**config.mk**
```make
export PLATFORM = sky130hd
export DESIGN_NAME = hazard_ctrl
export DESIGN_NICKNAME = d
export VERILOG_FILES = /design/src/rtl/hazard_ctrl.sv
export SDC_FILE = /design/constraint.sdc
export NUM_CORES = 1
export LEC_CHECK = 0
export CAP_MARGIN = 20
export CORE_UTILIZATION = 53
export DETAILED_ROUTE_END_ITERATION = 16
export HOLD_SLACK_MARGIN = 0.12
export PLACE_DENSITY = 0.85
export SLEW_MARGIN = 20
export SYNTH_ARGS = -nofsm -noshare
export SYNTH_HDL_FRONTEND = slang
export SYNTH_SLANG_ARGS = --single-unit
```
**constraint.sdc**
```tcl
create_clock -name clk -period 5.49 [get_ports clk]
set_input_delay 1.098 -clock clk [delete_from_list [all_inputs] [get_ports clk]]
set_output_delay 1.098 -clock clk [all_outputs]
set_load 0.02 [all_outputs]
```
**src/rtl/hazard_ctrl.sv**
```systemverilog
// hazard_ctrl: pipeline hazard controller for the five-stage core.
// Tracks register-use info for the instructions in X, M and W, and drives
// the fetch/decode load enables, the NOP-insertion controls and the ALU
// operand forwarding selects. It also counts stall and redirect cycles.
module hazard_ctrl #(
  parameter int DWIDTH = 32,
  parameter int CWIDTH = 16
) (
  input  logic              clk,
  input  logic              rst,
  input  logic [31:0]       inst_d,
  input  logic              br_taken_x,
  output logic              pc_load,
  output logic              id_load,
  output logic              id_flush,
  output logic              ie_flush,
  output logic [1:0]        fwd_a_sel,
  output logic [1:0]        fwd_b_sel,
  output logic [CWIDTH-1:0] stall_cnt,
  output logic [CWIDTH-1:0] flush_cnt
);

  localparam logic [6:0] OP_LUI    = 7'b0110111;
  localparam logic [6:0] OP_AUIPC  = 7'b0010111;
  localparam logic [6:0] OP_JAL    = 7'b1101111;
  localparam logic [6:0] OP_JALR   = 7'b1100111;
  localparam logic [6:0] OP_BRANCH = 7'b1100011;
  localparam logic [6:0] OP_LOAD   = 7'b0000011;
  localparam logic [6:0] OP_STORE  = 7'b0100011;
  localparam logic [6:0] OP_IMM    = 7'b0010011;
  localparam logic [6:0] OP_REG    = 7'b0110011;

  // Events originate in the DWIDTH domain, so the saturation ceiling never
  // exceeds what that domain can represent (identical to CWIDTH by default).
  localparam int          CNT_W   = (CWIDTH < DWIDTH) ? CWIDTH : DWIDTH;
  localparam logic [CWIDTH-1:0] CNT_MAX = CWIDTH'((64'd1 << CNT_W) - 64'd1);

  // Full register-use record for the instruction in X (needed for forwarding
  // and load-use detection).
  typedef struct packed {
    logic [4:0] rd;
    logic       wr;
    logic       ld;
    logic [4:0] rs1;
    logic [4:0] rs2;
    logic       use1;
    logic       use2;
  } x_info_t;

  // M only matters as a producer (and whether that producer is a load).
  typedef struct packed {
    logic [4:0] rd;
    logic       wr;
    logic       ld;
  } m_info_t;

  // W only matters as a producer; its data is always ready to forward.
  typedef struct packed {
    logic [4:0] rd;
    logic       wr;
  } w_info_t;

  x_info_t dec;
  x_info_t s_x;
  m_info_t s_m;
  w_info_t s_w;
  logic    luh;
  logic    stall_evt;
  logic    unused_inst_bits;

  // funct3/funct7 do not affect register usage.
  assign unused_inst_bits = ^{inst_d[31:25], inst_d[14:12]};

  // Decode register usage of the instruction sitting in the ID register.
  always_comb begin
    dec      = '0;
    dec.rd   = inst_d[11:7];
    dec.rs1  = inst_d[19:15];
    dec.rs2  = inst_d[24:20];
    case (inst_d[6:0])
      OP_LUI, OP_AUIPC, OP_JAL: dec.wr = 1'b1;
      OP_JALR: begin
        dec.wr   = 1'b1;
        dec.use1 = 1'b1;
      end
      OP_BRANCH: begin
        dec.use1 = 1'b1;
        dec.use2 = 1'b1;
      end
      OP_LOAD: begin
        dec.wr   = 1'b1;
        dec.ld   = 1'b1;
        dec.use1 = 1'b1;
      end
      OP_STORE: begin
        dec.use1 = 1'b1;
        dec.use2 = 1'b1;
      end
      OP_IMM: begin
        dec.wr   = 1'b1;
        dec.use1 = 1'b1;
      end
      OP_REG: begin
        dec.wr   = 1'b1;
        dec.use1 = 1'b1;
        dec.use2 = 1'b1;
      end
      default: dec.wr = 1'b0;
    endcase
    // x0 is hardwired, so a write to it never produces a forwardable value.
    if (dec.rd == 5'd0) dec.wr = 1'b0;
  end

  // Load in X whose result the instruction in D needs: one bubble required.
  always_comb begin
    luh = s_x.ld && s_x.wr &&
          ((dec.use1 && (dec.rs1 == s_x.rd)) ||
           (dec.use2 && (dec.rs2 == s_x.rd)));
  end

  // Redirect beats stall: a consumer behind a taken redirect is wrong-path.
  always_comb begin
    pc_load   = 1'b1;
    id_load   = 1'b1;
    id_flush  = 1'b0;
    ie_flush  = 1'b0;
    stall_evt = 1'b0;
    if (br_taken_x) begin
      id_flush = 1'b1;
      ie_flush = 1'b1;
    end else if (luh) begin
      pc_load   = 1'b0;
      id_load   = 1'b0;
      ie_flush  = 1'b1;
      stall_evt = 1'b1;
    end
  end

  // Operand forwarding into X; the youngest producer (M) wins over W, and a
  // load in M never forwards because its data is not ready yet.
  always_comb begin
    fwd_a_sel = 2'd0;
    fwd_b_sel = 2'd0;
    if (s_x.use1 && s_m.wr && !s_m.ld && (s_m.rd == s_x.rs1))
      fwd_a_sel = 2'd1;
    else if (s_x.use1 && s_w.wr && (s_w.rd == s_x.rs1))
      fwd_a_sel = 2'd2;
    if (s_x.use2 && s_m.wr && !s_m.ld && (s_m.rd == s_x.rs2))
      fwd_b_sel = 2'd1;
    else if (s_x.use2 && s_w.wr && (s_w.rd == s_x.rs2))
      fwd_b_sel = 2'd2;
  end

  // Shadow pipeline advances every cycle, mirroring the IE register's bubble.
  always_ff @(posedge clk or posedge rst) begin
    if (rst) begin
      s_x <= '0;
      s_m <= '0;
      s_w <= '0;
    end else begin
      s_x    <= ie_flush ? '0 : dec;
      s_m.rd <= s_x.rd;
      s_m.wr <= s_x.wr;
      s_m.ld <= s_x.ld;
      s_w.rd <= s_m.rd;
      s_w.wr <= s_m.wr;
    end
  end

  // Saturating performance counters for stall and redirect cycles.
  always_ff @(posedge clk or posedge rst) begin
    if (rst) begin
      stall_cnt <= '0;
      flush_cnt <= '0;
    end else begin
      if (stall_evt && (stall_cnt != CNT_MAX)) stall_cnt <= stall_cnt + 1'b1;
      if (br_taken_x && (flush_cnt != CNT_MAX)) flush_cnt <= flush_cnt + 1'b1;
    end
  end

endmodule

```
==> metrics.md <==
| Metric | Value |
|---|---|
| Worst setup path startpoint | `inst_d[17]` |
| Routed WL | `about 6000 um` |
| Layout Nets | `about 370` |
| Residual DRC count | `0` |
| Layout area overhead | `30.8%` |
| Pwr dens | `between 300 and 400 nW/um^2` |
| First-pass GRT wire length | `a little over 10000 um` |
| Clk sink count | `64` |
| Setup violators final | `0` |
| Max Cap Violations | `0` |
| CTS clk-pin slew, worst paths | `about 0.07 ns` |
| Pleak | `around 0.0016 uW` |
| Synth area leaders | `dfrtp_1 (54%), xnor2_1 (12%), xor2_1 (4.4%)` |
| Min Tclk post-route | `around 4.7 ns` |
| Synth top area share | `0.541` |
| Top_reg_cell synth | `dfrtp_1` |
| Netlist Area Pre-Place | `roughly 3000 sq um` |
| Root buf cell | `clkbuf_8` |
| Pre-antenna DRT Iters | `4` |
| Worst setup EP type | `output pin` |
| Core Area | `around 5200 sq um` |
| Worst R2R End | `stall_cnt[9]$_DFFE_PP0P_` |
| PostCTS Resize Cnt | `0` |
| Mapped Nets | `297` |
| Via/cell ratio | `around 5.4` |
| Cell taking the most area after synthesis | `dfrtp_1` |
| Antenna violations before repair | `0` |
| Placer Congestion | `roughly 0.81` |
| Final Slew Violations | `0` |
| WL per Instance | `14.8 um` |
| Postcts setup bufs | `0` |
| WP buf/inv | `3` |
| CP Capture Point | `ie_flush` |
| Top delay family on crit path | `buffers and inverters` |
| Startpoint Class | `primary input` |
| Setup Skew | `just over 0.007 ns` |
| Worst path most repeated cell | `clkdlybuf4s50_1` |
| Finished Cell Area | `roughly 3900 sq um` |
| Pin count of the biggest net entering global routing | `65` |
| Share of cells above drive strength 1 | `0.0920` |
| Status | `finished clean` |
| CTS H-tree lvls | `3` |
| Total track usage | `0.222` |
| CP required | `around 4.4 ns` |
| Critical path data arrival time | `between 3 and 4 ns` |
| Max incr delay on CP | `between 0.6 and 0.7 ns` |
| Overflow after GRT | `0` |
| Max VDD drop | `a little under 0.0002 V` |
| PortBufs | `64` |
| Slowest-stage cell, CP | `nor2_1` |
| Cells after synthesis | `260` |
| Critical path class | `primary input to output pin` |
| Setup TNS | `0 ns` |
| Clock Latency Late Sink | `0.34 ns` |
| RSZ-0062 raised after global routing | `false` |
| Async SR Flop Fraction | `1.00` |
| Hold_buf cts | `0` |
| Die Ht | `76.8 um` |
| Initial Util | `0.566` |
| Antenna Violating Nets Remaining | `0` |
| Synth cell types | `40` |
| RR Startpoint | `stall_cnt[0]$_DFFE_PP0P_` |
| Iteration-0 DRC Markers | `73` |
| Power Total | `1170 uW` |
| DIE AREA | `about 6000 sq um` |
| ANT cells | `0` |
| Max Clk Rate | `0.213 GHz` |
| Rel. slew slack | `0.444` |
| WP depth | `8` |
| Worst reg-to-reg path cell count | `7` |
| HP Class | `register to register` |
| Sequential share of the synthesized area | `0.541` |
| Placed Area | `3680 sq um` |
| Die Wd | `around 77 um` |
| CTS Buffer Depth | `2` |
| Vias in the first global route | `2223` |
| Fin util | `0.740` |
| Io pins | `75` |
| Fin. Hold Viols | `0` |
| R2R setup slack | `about 3.2 ns` |
| Register bit count reported by yosys | `64` |
| Worst Path Max Fanout | `17` |
| Mean Syn Cell Area | `11.4 sq um` |
| Num CTS Buffers | `9` |
| Num rows | `26` |
| Worst-path cell chain | `clkdlybuf4s50_1 -> xor2_1 -> nor3_1 -> nand3_1 -> a21oi_1 -> nor2_1 -> inv_1 -> clkdlybuf4s50_1` |
| Post-synth EDFFs | `0` |
| DP HPWL | `between 4000 and 5000 um` |
| CTS tree | `yes` |
| Warnings, synthesis | `0` |
| Slew @ Worst Pin | `~0.83 ns` |
| Final period util | `0.856` |
| Vias after detailed routing | `about 2200` |
[cell families (layout without fill, tap and decap cells)]
family,after synthesis,after routing,share of synthesized area
xor gates and xnor gates,56,56,0.166
AOI/OAI and AO/OA,15,15,0.0490
buffers and inverters,9,86,0.0139
DFF,64,64,0.541
muxes,5,5,0.0190
and+or+nand+nor,109,109,0.204
adders and majority gates,2,2,0.00844
[area by class of cell]
cell class | instances | area (sq um)
fillers | 366 | 1360
well taps | 70 | 87.6
multi-input cells | 187 | 1320
clock inverters | 7 | 72.6
inverters | 4 | 15.0
repair buffers | 66 | 656
flip-flops and latches | 64 | 1600
clock buffers | 9 | 124
[through the flow]
| stage | worst slack [ns] | hold slack (ns) | cells |
|---|---|---|---|
| after floorplan | 1.67 | 0.347 | 260 |
| after global placement | 0.823 | 0.351 | 391 |
| after detailed placement | 0.798 | 0.366 | 391 |
| after CTS | 0.780 | 0.379 | 407 |
| after global routing | 0.610 | 0.390 | 407 |
| final | 0.790 | 0.376 | 407 |
[power breakdown]
| group | internal (uW) | switching [uW] | total [uW] | leakage [uW] |
|---|---|---|---|---|
| sequential | 509 | 47.6 | 557 | 0.000852 |
| clock | 209 | 189 | 398 | 0.0000952 |
| combinational | 110 | 104 | 214 | 0.000687 |
| total | 829 | 341 | 1170 | 0.00163 |
[worst register-to-register path, cell delays in order, from the launching register on]
cell	delay, ns
dfrtp_1	0.42
ha_1	0.24
nand2_1	0.10
nor4_1	0.07
or3b_2	0.47
a2111oi_4	0.48
nand2_1	0.15
xnor2_1	0.22
[sequential cells by signal, indices dropped and copies added (netlist names)]
name,count
s_x,19
s_w,6
stall_cnt,16
s_m,7
flush_cnt,16
[cell usage after synthesis, types with 3 or more instances]
cell type   n
dfrtp_1    64
xnor2_1    41
nand2_1    18
and2_1     17
nand3_1    16
nor2_1     16
xor2_1     15
nand4_1    14
and3_1      6
nor3_1      5
inv_1       4
mux2_2      4
a21oi_1     3
clkbuf_1    3
[per-layer routing]
| layer | global-route usage | up-vias | share of wire |
|---|---|---|---|
| li1 | - | 1036 | - |
| met1 | 0.267 | 1054 | 0.42 |
| met2 | 0.370 | 73 | 0.50 |
| met3 | 0.0655 | 15 | 0.057 |
| met4 | 0.0962 | 0 | 0.021 |
| met5 | 0 | - | 0 |
[worst min path at each step]
stage / from / to / slack [ns] / depth (start not counted)
2_1_floorplan: s_m[1]$_DFF_PP0_ / s_w[0]$_DFF_PP0_ / 0.35 / 0
3_3_place_gp: s_m[1]$_DFF_PP0_ / s_w[0]$_DFF_PP0_ / 0.35 / 0
3_5_place_dp: s_x[12]$_DFF_PP0_ / s_m[0]$_DFF_PP0_ / 0.37 / 0
4_1_cts: s_m[1]$_DFF_PP0_ / s_w[0]$_DFF_PP0_ / 0.38 / 0
5_1_grt: s_m[1]$_DFF_PP0_ / s_w[0]$_DFF_PP0_ / 0.39 / 0
6_report: s_m[1]$_DFF_PP0_ / s_w[0]$_DFF_PP0_ / 0.38 / 0
[cells in the final DEF (no fill, tap or decap), types with 2 or more instances in the layout]
| master | netlist | routed |
|---|---|---|
| dfrtp_1 | 64 | 64 |
| clkdlybuf4s50_1 | 0 | 64 |
| xnor2_1 | 41 | 41 |
| nand2_1 | 18 | 18 |
| and2_1 | 17 | 17 |
| nand3_1 | 16 | 16 |
| nor2_1 | 16 | 16 |
| xor2_1 | 15 | 15 |
| nand4_1 | 14 | 14 |
| clkbuf_8 | 0 | 9 |
| and3_1 | 6 | 6 |
| nor3_1 | 5 | 5 |
| mux2_2 | 4 | 4 |
| inv_1 | 4 | 3 |
| a21oi_1 | 3 | 3 |
| or2_2 | 2 | 2 |
| and4_1 | 2 | 2 |
| o21a_1 | 2 | 2 |
| nand2b_1 | 2 | 2 |
| o21ai_0 | 2 | 2 |
| nor4_1 | 2 | 2 |
| ha_1 | 2 | 2 |
| clkinvlp_4 | 0 | 2 |
| clkinv_4 | 0 | 2 |
| clkinv_2 | 0 | 2 |
| buf_4 | 2 | 2 |
Note: power is estimated with default switching activity, not from simulation.
